[config.mk]
export PLATFORM = sky130hd
export DESIGN_NAME = instr_fetch_unit_flat
export DESIGN_NICKNAME = d
export VERILOG_FILES = /design/src/rtl/instr_fetch_unit_if.sv /design/src/rtl/instr_fetch_unit.sv /design/src/flat_wrapper.sv
export SDC_FILE = /design/constraint.sdc
export NUM_CORES = 1
export LEC_CHECK = 0
export BUFFER_PORTS_ARGS = -buffer_cell sky130_fd_sc_hd__buf_4
export CORE_MARGIN = 1
export CORE_UTILIZATION = 55
export DETAILED_ROUTE_END_ITERATION = 12
export GPL_TIMING_DRIVEN = 0
export HOLD_SLACK_MARGIN = 0.15
export PLACE_DENSITY = 0.78
export SLEW_MARGIN = 20
export SYNTH_ARGS = -nofsm -noshare
export SYNTH_HDL_FRONTEND = slang
export SYNTH_SLANG_ARGS = --single-unit
[constraint.sdc]
create_clock -name clk -period 5.9 [get_ports clk]
set_input_delay 1.18 -clock clk [delete_from_list [all_inputs] [get_ports clk]]
set_output_delay 1.18 -clock clk [all_outputs]
set_load 0.02 [all_outputs]
[src/rtl/instr_fetch_unit_if.sv]
`timescale 1ns/1ps
`default_nettype none
// ============================================================================
//  Module      : instr_fetch_unit_if
//  Description : Bundles the fetch unit's two bus faces:
//                - control_path side: enPC / muxPC / dirPC in,
//                  opCode / opValid / opPC out
//                - instruction-memory side: memReq / memAddr out,
//                  memReady / memData in
//                master = fetch unit, slave = its environment
//                (control_path plus instruction memory).
//  Revision    : 1.0 - initial release
// ============================================================================
interface instr_fetch_unit_if #(
    parameter int BUS_SIZE = 32,
    parameter int DIR_SIZE = 32
);
    // control_path handshake
    logic                enPC;
    logic                muxPC;
    logic [DIR_SIZE-1:0] dirPC;
    logic [BUS_SIZE-1:0] opCode;
    logic                opValid;
    logic [DIR_SIZE-1:0] opPC;

    // instruction memory read port
    logic                memReq;
    logic [DIR_SIZE-1:0] memAddr;
    logic                memReady;
    logic [BUS_SIZE-1:0] memData;

    modport master (
        input  enPC, muxPC, dirPC, memReady, memData,
        output opCode, opValid, opPC, memReq, memAddr
    );

    modport slave (
        output enPC, muxPC, dirPC, memReady, memData,
        input  opCode, opValid, opPC, memReq, memAddr
    );
endinterface
`default_nettype wire

[src/rtl/instr_fetch_unit.sv]
`timescale 1ns/1ps
`default_nettype none
// ============================================================================
//  Module      : instr_fetch_unit
//  Description : Fetches 32-bit instructions from instruction memory into a
//                small FIFO and presents the head entry to control_path.
//                One memory read is outstanding at most; a redirect (muxPC)
//                flushes the FIFO and restarts fetching at dirPC. A redirect
//                arriving while a read is still pending parks the FSM in DROP
//                until that read completes, so its data is discarded.
//  Ports       : clk, rst            - clock, synchronous active-high reset
//                bus (master)        - enPC/muxPC/dirPC in, opCode/opValid/
//                                      opPC out, memReq/memAddr out,
//                                      memReady/memData in
//  Revision    : 1.0 - initial release
// ============================================================================
module instr_fetch_unit #(
    parameter int                  BUS_SIZE   = 32,
    parameter int                  DIR_SIZE   = 32,
    parameter logic [DIR_SIZE-1:0] RESET_PC   = '0,
    parameter int                  FIFO_DEPTH = 2
) (
    input  wire logic          clk,
    input  wire logic          rst,
    instr_fetch_unit_if.master bus
);

    localparam int                  c_PTR_W   = $clog2(FIFO_DEPTH);
    localparam int                  c_CNT_W   = c_PTR_W + 1;
    localparam logic [c_CNT_W-1:0]  c_DEPTH   = c_CNT_W'(FIFO_DEPTH);
    localparam logic [DIR_SIZE-1:0] c_PC_STEP = DIR_SIZE'(4);
    localparam logic [c_PTR_W-1:0]  c_PTR_ONE = c_PTR_W'(1);

    typedef enum logic [1:0] {
        c_IDLE = 2'd0,
        c_REQ  = 2'd1,
        c_DROP = 2'd2
    } state_t;

    state_t              r_state;
    logic [DIR_SIZE-1:0] r_fetchPC;
    logic                r_memReq;
    logic [DIR_SIZE-1:0] r_memAddr;

    logic [BUS_SIZE-1:0] r_fifoData [FIFO_DEPTH];
    logic [DIR_SIZE-1:0] r_fifoPC   [FIFO_DEPTH];
    logic [c_PTR_W-1:0]  r_rdPtr;
    logic [c_PTR_W-1:0]  r_wrPtr;
    logic [c_CNT_W-1:0]  r_count;

    logic                w_valid;
    logic                w_pop;
    logic                w_push;
    logic [c_CNT_W-1:0]  w_countNext;
    logic [DIR_SIZE-1:0] w_target;
    logic [DIR_SIZE-1:0] w_pcInc;
    logic                w_unusedDirBits;

    // Redirect wins over both consume and fill: a flushed FIFO must not pop
    // a stale head nor accept the word that was in flight.
    assign w_valid     = (r_count != '0);
    assign w_pop       = bus.enPC & w_valid & ~bus.muxPC;
    assign w_push      = (r_state == c_REQ) & bus.memReady & ~bus.muxPC;
    assign w_countNext = r_count + c_CNT_W'(w_push) - c_CNT_W'(w_pop);
    assign w_target    = {bus.dirPC[DIR_SIZE-1:2], 2'b00};
    assign w_pcInc     = r_fetchPC + c_PC_STEP;

    // Low target bits are forced to zero and never used.
    assign w_unusedDirBits = &{1'b0, bus.dirPC[1:0]};

    // ------------------------------------------------------------------
    // Fetch FSM. memAddr tracks fetchPC except in DROP, where it keeps the
    // address of the read that is still pending so memory sees a stable
    // request until memReady.
    // ------------------------------------------------------------------
    always_ff @(posedge clk) begin
        if (rst) begin
            r_state   <= c_IDLE;
            r_fetchPC <= RESET_PC;
            r_memReq  <= 1'b0;
            r_memAddr <= RESET_PC;
        end else begin
            case (r_state)
                c_IDLE: begin
                    if (bus.muxPC) begin
                        r_fetchPC <= w_target;
                        r_memAddr <= w_target;
                    end else if (r_count < c_DEPTH) begin
                        r_state  <= c_REQ;
                        r_memReq <= 1'b1;
                    end
                end

                c_REQ: begin
                    if (bus.muxPC) begin
                        r_fetchPC <= w_target;
                        if (bus.memReady) begin
                            r_state   <= c_IDLE;
                            r_memReq  <= 1'b0;
                            r_memAddr <= w_target;
                        end else begin
                            // Read still pending: hold old address in DROP.
                            r_state <= c_DROP;
                        end
                    end else if (bus.memReady) begin
                        r_fetchPC <= w_pcInc;
                        r_memAddr <= w_pcInc;
                        // Keep streaming only while a slot is free after this
                        // cycle's push/pop; this is what prevents overflow.
                        if (w_countNext >= c_DEPTH) begin
                            r_state  <= c_IDLE;
                            r_memReq <= 1'b0;
                        end
                    end
                end

                c_DROP: begin
                    if (bus.muxPC) begin
                        r_fetchPC <= w_target;
                    end
                    if (bus.memReady) begin
                        r_state   <= c_IDLE;
                        r_memReq  <= 1'b0;
                        r_memAddr <= bus.muxPC ? w_target : r_fetchPC;
                    end
                end

                default: begin
                    r_state   <= c_IDLE;
                    r_memReq  <= 1'b0;
                    r_memAddr <= r_fetchPC;
                end
            endcase
        end
    end

    // ------------------------------------------------------------------
    // Instruction buffer bookkeeping.
    // ------------------------------------------------------------------
    always_ff @(posedge clk) begin
        if (rst || bus.muxPC) begin
            r_rdPtr <= '0;
            r_wrPtr <= '0;
            r_count <= '0;
        end else begin
            if (w_push) begin
                r_wrPtr <= r_wrPtr + c_PTR_ONE;
            end
            if (w_pop) begin
                r_rdPtr <= r_rdPtr + c_PTR_ONE;
            end
            r_count <= w_countNext;
        end
    end

    // Storage needs no reset: entries are only visible while count > 0.
    always_ff @(posedge clk) begin
        if (w_push && !rst) begin
            r_fifoData[r_wrPtr] <= bus.memData;
            r_fifoPC[r_wrPtr]   <= r_fetchPC;
        end
    end

    assign bus.opValid = w_valid;
    assign bus.opCode  = w_valid ? r_fifoData[r_rdPtr] : '0;
    assign bus.opPC    = w_valid ? r_fifoPC[r_rdPtr]   : '0;
    assign bus.memReq  = r_memReq;
    assign bus.memAddr = r_memAddr;

endmodule
`default_nettype wire

[src/flat_wrapper.sv]
// flat-port wrapper written by rule: the top's interface ports become plain ports
module instr_fetch_unit_flat 
#(
    parameter int                  BUS_SIZE   = 32,
    parameter int                  DIR_SIZE   = 32,
    parameter logic [DIR_SIZE-1:0] RESET_PC   = '0,
    parameter int                  FIFO_DEPTH = 2
)
  (clk, rst, bus_enPC, bus_muxPC, bus_dirPC, bus_memReady, bus_memData, bus_opCode, bus_opValid, bus_opPC, bus_memReq, bus_memAddr);
  instr_fetch_unit_if #(.BUS_SIZE(BUS_SIZE), .DIR_SIZE(DIR_SIZE)) bus_i ();
  input  wire logic clk;
  input  wire logic rst;
  input wire logic [$bits(bus_i.enPC)-1:0] bus_enPC;
  input wire logic [$bits(bus_i.muxPC)-1:0] bus_muxPC;
  input wire logic [$bits(bus_i.dirPC)-1:0] bus_dirPC;
  input wire logic [$bits(bus_i.memReady)-1:0] bus_memReady;
  input wire logic [$bits(bus_i.memData)-1:0] bus_memData;
  output wire logic [$bits(bus_i.opCode)-1:0] bus_opCode;
  output wire logic [$bits(bus_i.opValid)-1:0] bus_opValid;
  output wire logic [$bits(bus_i.opPC)-1:0] bus_opPC;
  output wire logic [$bits(bus_i.memReq)-1:0] bus_memReq;
  output wire logic [$bits(bus_i.memAddr)-1:0] bus_memAddr;
  assign bus_i.enPC = bus_enPC;
  assign bus_i.muxPC = bus_muxPC;
  assign bus_i.dirPC = bus_dirPC;
  assign bus_i.memReady = bus_memReady;
  assign bus_i.memData = bus_memData;
  assign bus_opCode = bus_i.opCode;
  assign bus_opValid = bus_i.opValid;
  assign bus_opPC = bus_i.opPC;
  assign bus_memReq = bus_i.memReq;
  assign bus_memAddr = bus_i.memAddr;
  instr_fetch_unit #(.BUS_SIZE(BUS_SIZE), .DIR_SIZE(DIR_SIZE), .RESET_PC(RESET_PC), .FIFO_DEPTH(FIFO_DEPTH)) u_core (.clk(clk), .rst(rst), .bus(bus_i));
endmodule
# Word level (Yosys, flattened, before mapping)
# Memory sizes are Yosys's and may differ from the RTL's. A register that Yosys moved wholly into a read port is not among the register bits.
# Cells that the tools add are included.
[classes]
n_addsub = 5
magnitude_cmp = 2
n_eq_ne = 9
muxes = 32
bitwise_logic = 5
n_reduce_logical = 11
[op_table]
columns = ["cell", "n"]
rows = [
  ["2-to-1 mux 32 bit", 9],
  ["case mux 32 bit (3 select lines)", 1],
  ["case mux 32 bit (2 select lines)", 1],
  ["adder 32 x 3 -> 32 bit (second input constant)", 1],
  ["2-to-1 mux 2 bit", 7],
  ["2-to-1 mux 1 bit", 12],
  ["!= test 2 bit (second input constant)", 4],
  ["!= test 3 bit (second input constant)", 2],
  ["case mux 2 bit (3 select lines)", 1],
  ["AND reduction 5 bit", 1],
  ["bitwise AND 1 bit", 4],
  ["AND reduction 4 bit", 1],
  ["nonzero test 2 bit", 2],
  ["case mux 1 bit (3 select lines)", 1],
  ["AND reduction 3 bit", 1],
  ["adder 1 bit (second input constant)", 2],
  ["adder 2 x 1 -> 2 bit", 1],
  ["equality test 2 x 1 -> 1 bit (second input constant)", 1],
  ["equality test 2 bit (second input constant)", 1],
  ["greater-or-equal comparator 2 bit (second input constant)", 1],
  ["logical NOT 2 bit", 1],
  ["< comparator 2 bit (second input constant)", 1],
  ["!= test 2 x 1 -> 1 bit (second input constant)", 1],
  ["AND reduction 2 bit", 1],
  ["other kinds (6)", 6],
]
[totals]
ff_bits = 71
ram_bits = 128
inputBits = 69
output_inout_bits = 98
word_cells = 73
mem_count = 2
[memory_table]
columns = ["name", "depth", "width", "read_ports", "rd_clocked_by_memory_dff", "wr", "line_no", "source"]
rows = [
  ["u_core.r_fifoData", 2, 32, 1, 1, 1, "instr_fetch_unit.sv:45", "logic [BUS_SIZE-1:0] r_fifoData [FIFO_DEPTH];"],
  ["u_core.r_fifoPC", 2, 32, 1, 1, 1, "instr_fetch_unit.sv:46", "logic [DIR_SIZE-1:0] r_fifoPC [FIFO_DEPTH];"],
]

# Logic depth before layout (Yosys ltp)
[depth]
depth_word = 10
depth_mapped = 14
ltp_nobuf = 12

# Least setup slack after synthesis
# No wires, ideal clock.
[synth_timing]
path_kind = "input to register"
startpoint = "input port bus_muxPC"
endpoint = "memory u_core.r_fifoData[0][0] (enable)"
setup_ns = 0.487
arrival_ns = 4.660
required_time_ns = 5.413
setup_slack_ns = 0.754
cell_stages = 5
path_cell_list = "buf_2 -> nor2_1 -> nor3_2 -> nand2_1 -> nor2_1"
[synth_via]
elab_chain_len = 5
[synth_lines]
columns = ["element", "line_no", "source"]
rows = [
  ["start, declared", "flat_wrapper.sv:14", "input wire logic [$bits(bus_i.muxPC)-1:0] bus_muxPC;"],
  ["NOT 1 bit", "instr_fetch_unit.sv:63", "assign w_push = (r_state == c_REQ) & bus.memReady & ~bus.muxPC;"],
  ["bitwise AND 1 bit", "instr_fetch_unit.sv:63", ""],
  ["logical AND 1 bit", "instr_fetch_unit.sv:158", "if (w_push && !rst) begin"],
  ["2-to-1 mux 1 bit", "instr_fetch_unit.sv:158", ""],
  ["2-to-1 mux 1 bit (not written as such)", "instr_fetch_unit.sv:159", "r_fifoData[r_wrPtr] <= bus.memData;"],
  ["end, declared", "instr_fetch_unit.sv:45", ""],
]
# No other way between the ends.

# Final worst setup path
[layout_timing]
startpoint = "input port bus_muxPC"
endpoint = "register u_core.r_memReq (netlist: u_core.bus.memReq)"
[layout_lines]
columns = ["element", "line_no", "source"]
rows = [
  ["NOT 1 bit", "instr_fetch_unit.sv:62", "assign w_pop = bus.enPC & w_valid & ~bus.muxPC;"],
  ["bitwise AND 1 bit", "instr_fetch_unit.sv:62", ""],
  ["named net u_core.w_pop", "instr_fetch_unit.sv:52", "logic w_pop;"],
  ["subtractor 2 x 1 -> 2 bit", "instr_fetch_unit.sv:64", "assign w_countNext = r_count + c_CNT_W'(w_push) - c_CNT_W'(w_pop);"],
  ["greater-or-equal comparator 2 bit", "instr_fetch_unit.sv:110", "if (w_countNext >= c_DEPTH) begin"],
  ["!= test 3 bit (no source line)", "--", ""],
  ["AND reduction 4 bit (no source line)", "--", ""],
  ["end signal, assigned", "instr_fetch_unit.sv:80", "r_memReq <= 1'b0;"],
  ["end signal, assigned", "instr_fetch_unit.sv:112", "r_memReq <= 1'b0;"],
  ["end signal, assigned", "instr_fetch_unit.sv:123", "r_memReq <= 1'b0;"],
  ["end, declared", "instr_fetch_unit.sv:42", "logic r_memReq;"],
]
# The timed path passes the listed nets, and every way through them passes these cells.
# A chain may end at the register's enable or synchronous reset.

==> impl_metrics.csv <==
group,metric,value,unit
timing,worst_pin_slew,1.004,ns
synthesis,syn_area_per_cell,10.17,um2
global_route,grt_pass1_wl,47840,um
synthesis,synth_top_area_share,39.11,%
cells_and_area,nets,1223,
cells_and_area,final_layout_size_suffix_gt1_share,19.59,%
power_and_ir_drop,ir_drop,0.2283,mV
placed_design,hpwl,22500,um
timing,setup_viol,0,
global_route,grt_use_total,35.35,%
synthesis,synthTopCellsByArea,"edfxtp_1 (39%), dfxtp_1 (15%), mux2i_1 (7.4%), nor2_1 (4.7%), a21oi_1 (3.3%)",
floorplan,io-pin-count,167,
cts,clkTransAtPathRegs,0.07,ns
hold_path,hold_path_end,"u_core.r_fifoPC[1][1]",
cts,cts_sinks,200,
synthesis,synth-seq-cells,200,
setup_path,cp_max_fo,10,
hold_path,hp-start,"u_core.r_fetchPC[1]",
cts,postCtsHoldBufs,0,
timing,slew_viol_final,0,
cts,root_buffer,"clkbuf_16",
floorplan,start_util,56.62,%
synthesis,ys_async_sr_fraction,0,%
setup_path,reg2reg_to,"u_core.r_fifoData[0][9]",
floorplan,die_w,135.7,um
setup_path,critPathRequiredTime,6.26,ns
placed_design,place_congestion,0.9998,
floorplan,die-area,18410,um2
hold_path,hp-class,"reg2reg",
setup_path,reg2reg_slack,2.52,ns
detailed_routing,ant_nets,0,
synthesis,synth_common_cells,"edfxtp_1 (128), nor2_1 (123), mux2i_1 (73)",
placed_design,port_buffers,163,
cts,cts_tree,"built",
cts,numCtsBuffers,17,
detailed_routing,num_vias,9052,
timing,rsz0062_at_grt,"false",
timing,final-hold-violation-count,0,
synthesis,syn-cell-area,9828,um2
global_route,grt_max_degree,54,
synthesis,ys_types,73,
setup_path,end_kind,"flop",
synthesis,synth-edff-count,128,
floorplan,core,17360,um2
setup_path,crit_buf_inv,6,
detailed_routing,drc,0,
timing,relSlewSlack,32.93,%
job,maxCapViolCount,0,
setup_path,crit_chain,"buf_2, clkbuf_1, clkbuf_1, buf_2, buf_1, nor2_1, ha_1, inv_1, ha_1, xnor2_1, xnor2_1, a21oi_1, o31a_1, nor3_1",
setup_path,worstRegToRegCells,6,
cts,cts_buffer_depth,2,
setup_path,slowest_delay,0.62,ns
setup_path,slowest_stage,"clkbuf_1",
synthesis,synth_flop_cell,"edfxtp_1",
cts,htreeDepth,4,
power_and_ir_drop,powerDensity,265.5,nW/um2
placed_design,place_inst,1357,
power_and_ir_drop,p_leak,4.371,nW
floorplan,fp.dieH,135.7,um
synthesis,syn-num-nets,1038,
setup_path,crit_arrival,5.11,ns
synthesis,synth_warnings,0,
timing,fmax,0.2104,GHz
global_route,antenna_found_initial,0,
detailed_routing,drt_iter0_drc,1256,
synthesis,post-synth-top-count-cell,"edfxtp_1",
timing,clock_skew,0.01452,ns
cts,ctsResizeCount,0,
cts,cts_setup_buffers,0,
cts,clock_latency,0.45,ns
outcome,status,"finished, final reports clean",
cells_and_area,syn_to_final_growth,22.28,%
global_route,grt_overflow,0,
global_route,grt_pass1_vias,8471,
setup_path,cp_top_family,"buffers and inverters",
timing,min_period,4.753,ns
setup_path,startpoint_type,"input port",
cells_and_area,antennaDiodeCount,0,
detailed_routing,finalWirelength,32160,um
timing,min_period_over_period,80.55,%
synthesis,ys_seq_area_share,53.77,%
detailed_routing,wl_per_cell,23.16,um
synthesis,synth_cells,966,
hold_path,holdPathStages,0,
synthesis,synth_area_leader_cell,"edfxtp_1",
detailed_routing,post_drt_via_cell_ratio,6.517,
cells_and_area,fin_cells,1389,
timing,whs,0.4550,ns
floorplan,rows,48,
detailed_routing,first_pass_iters,7,
setup_path,crit_type,"in2reg",
setup_path,reg2reg_from,"u_core.r_state[0]",
[per-stage QoR]
step | utilization, % | worst slack (ns) | cell area [um2] | total power, W | setup TNS [ns]
after floorplan | - | 0.7536 | 9828 | 0.001840 | 0
after global placement | 65.30 | -1.437 | 11330 | 0.002022 | -100.88
after detailed placement | 65.80 | 0.8794 | 11420 | 0.002029 | 0
after CTS | 69.24 | 1.332 | 12020 | 0.003175 | 0
after global routing | 69.24 | 1.114 | 12020 | 0.003269 | 0
final | 69.24 | 1.148 | 12020 | 0.003191 | 0
[flip-flops by register name, summed over array words and instances, names as in the netlist, named ones only]
| name | cells |
|---|---|
| u_core.r_fifoPC | 64 |
| u_core.r_rdPtr | 1 |
| u_core.r_count | 2 |
| u_core.r_wrPtr | 1 |
| u_core.r_state | 2 |
| u_core.bus.memAddr | 32 |
| u_core.r_fetchPC | 32 |
| u_core.r_fifoData | 64 |
| u_core.bus.memReq | 1 |
[power breakdown]
part	total, W	leakage (nW)	internal (W)	switching (W)
clock network	0.00117	0.289	0.000575	0.000598
registers	0.00157	1.75	0.00154	0.0000385
logic	0.000444	2.33	0.000161	0.000283
[routing by layer]
metal	wire, um	global-route usage (%)	part of all wire [%]	vias up
met2	14180	53.63	44	683
met5	0	0	0	-
li1	-	-	-	3978
met1	12330	46.60	38	4259
met4	1476	17.98	4.6	0
met3	4178	9.203	13	132
[worst max path at each step]
stage / startpoint / end / slack (ns) / depth (start not counted)
global route: bus_muxPC / u_core.bus.memReq / 1.11 / 14
CTS: bus_muxPC / u_core.bus.memReq / 1.33 / 14
finish: bus_muxPC / u_core.bus.memReq / 1.15 / 14
global placement: bus_muxPC / u_core.r_fifoPC[0][6] / -1.44 / 5
floorplan: bus_muxPC / u_core.r_fifoData[0][0] / 0.75 / 5
detailed placement: bus_muxPC / u_core.bus.memReq / 0.88 / 14
[placed cells by master, fill, tap and decap left out, types with 5 or more instances in the layout]
cell type,n
nor3_1,18
o31a_1,8
mux2i_1,73
o211ai_1,6
o31ai_1,7
nand2_1,70
o22ai_1,18
clkbuf_16,17
nand4_1,11
and2_1,5
nor4_1,10
buf_4,166
buf_2,12
nand3_1,20
clkbuf_1,63
a221oi_1,5
xnor2_1,12
inv_1,14
edfxtp_1,128
nor2_1,122
or3_1,5
a21oi_1,64
and3_1,12
o221ai_1,10
buf_1,8
a211oi_1,14
nand2b_1,10
nor2b_1,12
and4_1,9
dfxtp_1,72
a22o_1,5
o21ai_0,52
[kinds of logic (layout without fill, tap and decap cells)]
family                   after synthesis  after routing  synth area share [%]
flip-flops                           200            200                 53.77
XOR/XNOR                              15             15                 1.337
AO/OA/AOI/OAI                        253            253                 17.21
AND/OR/NAND/NOR                      318            318                 15.46
buffers and inverters                102            300                 4.188
adder cells (fa/ha/maj)                4              4                0.4838
multiplexers                          74             74                 7.549
[final cells by class]
cell class / instances / area (um2)
Sequential cell: 200 / 5285
Inverter: 14 / 52.55
Multi-Input combinational cell: 664 / 4144
Timing Repair Buffer: 166 / 1299
Buffer: 88 / 359.1
Tap cell: 225 / 281.5
Fill cell: 1332 / 5339
Clock inverter: 15 / 171.4
Clock buffer: 17 / 425.4
Power figures use the tool's default switching activity.
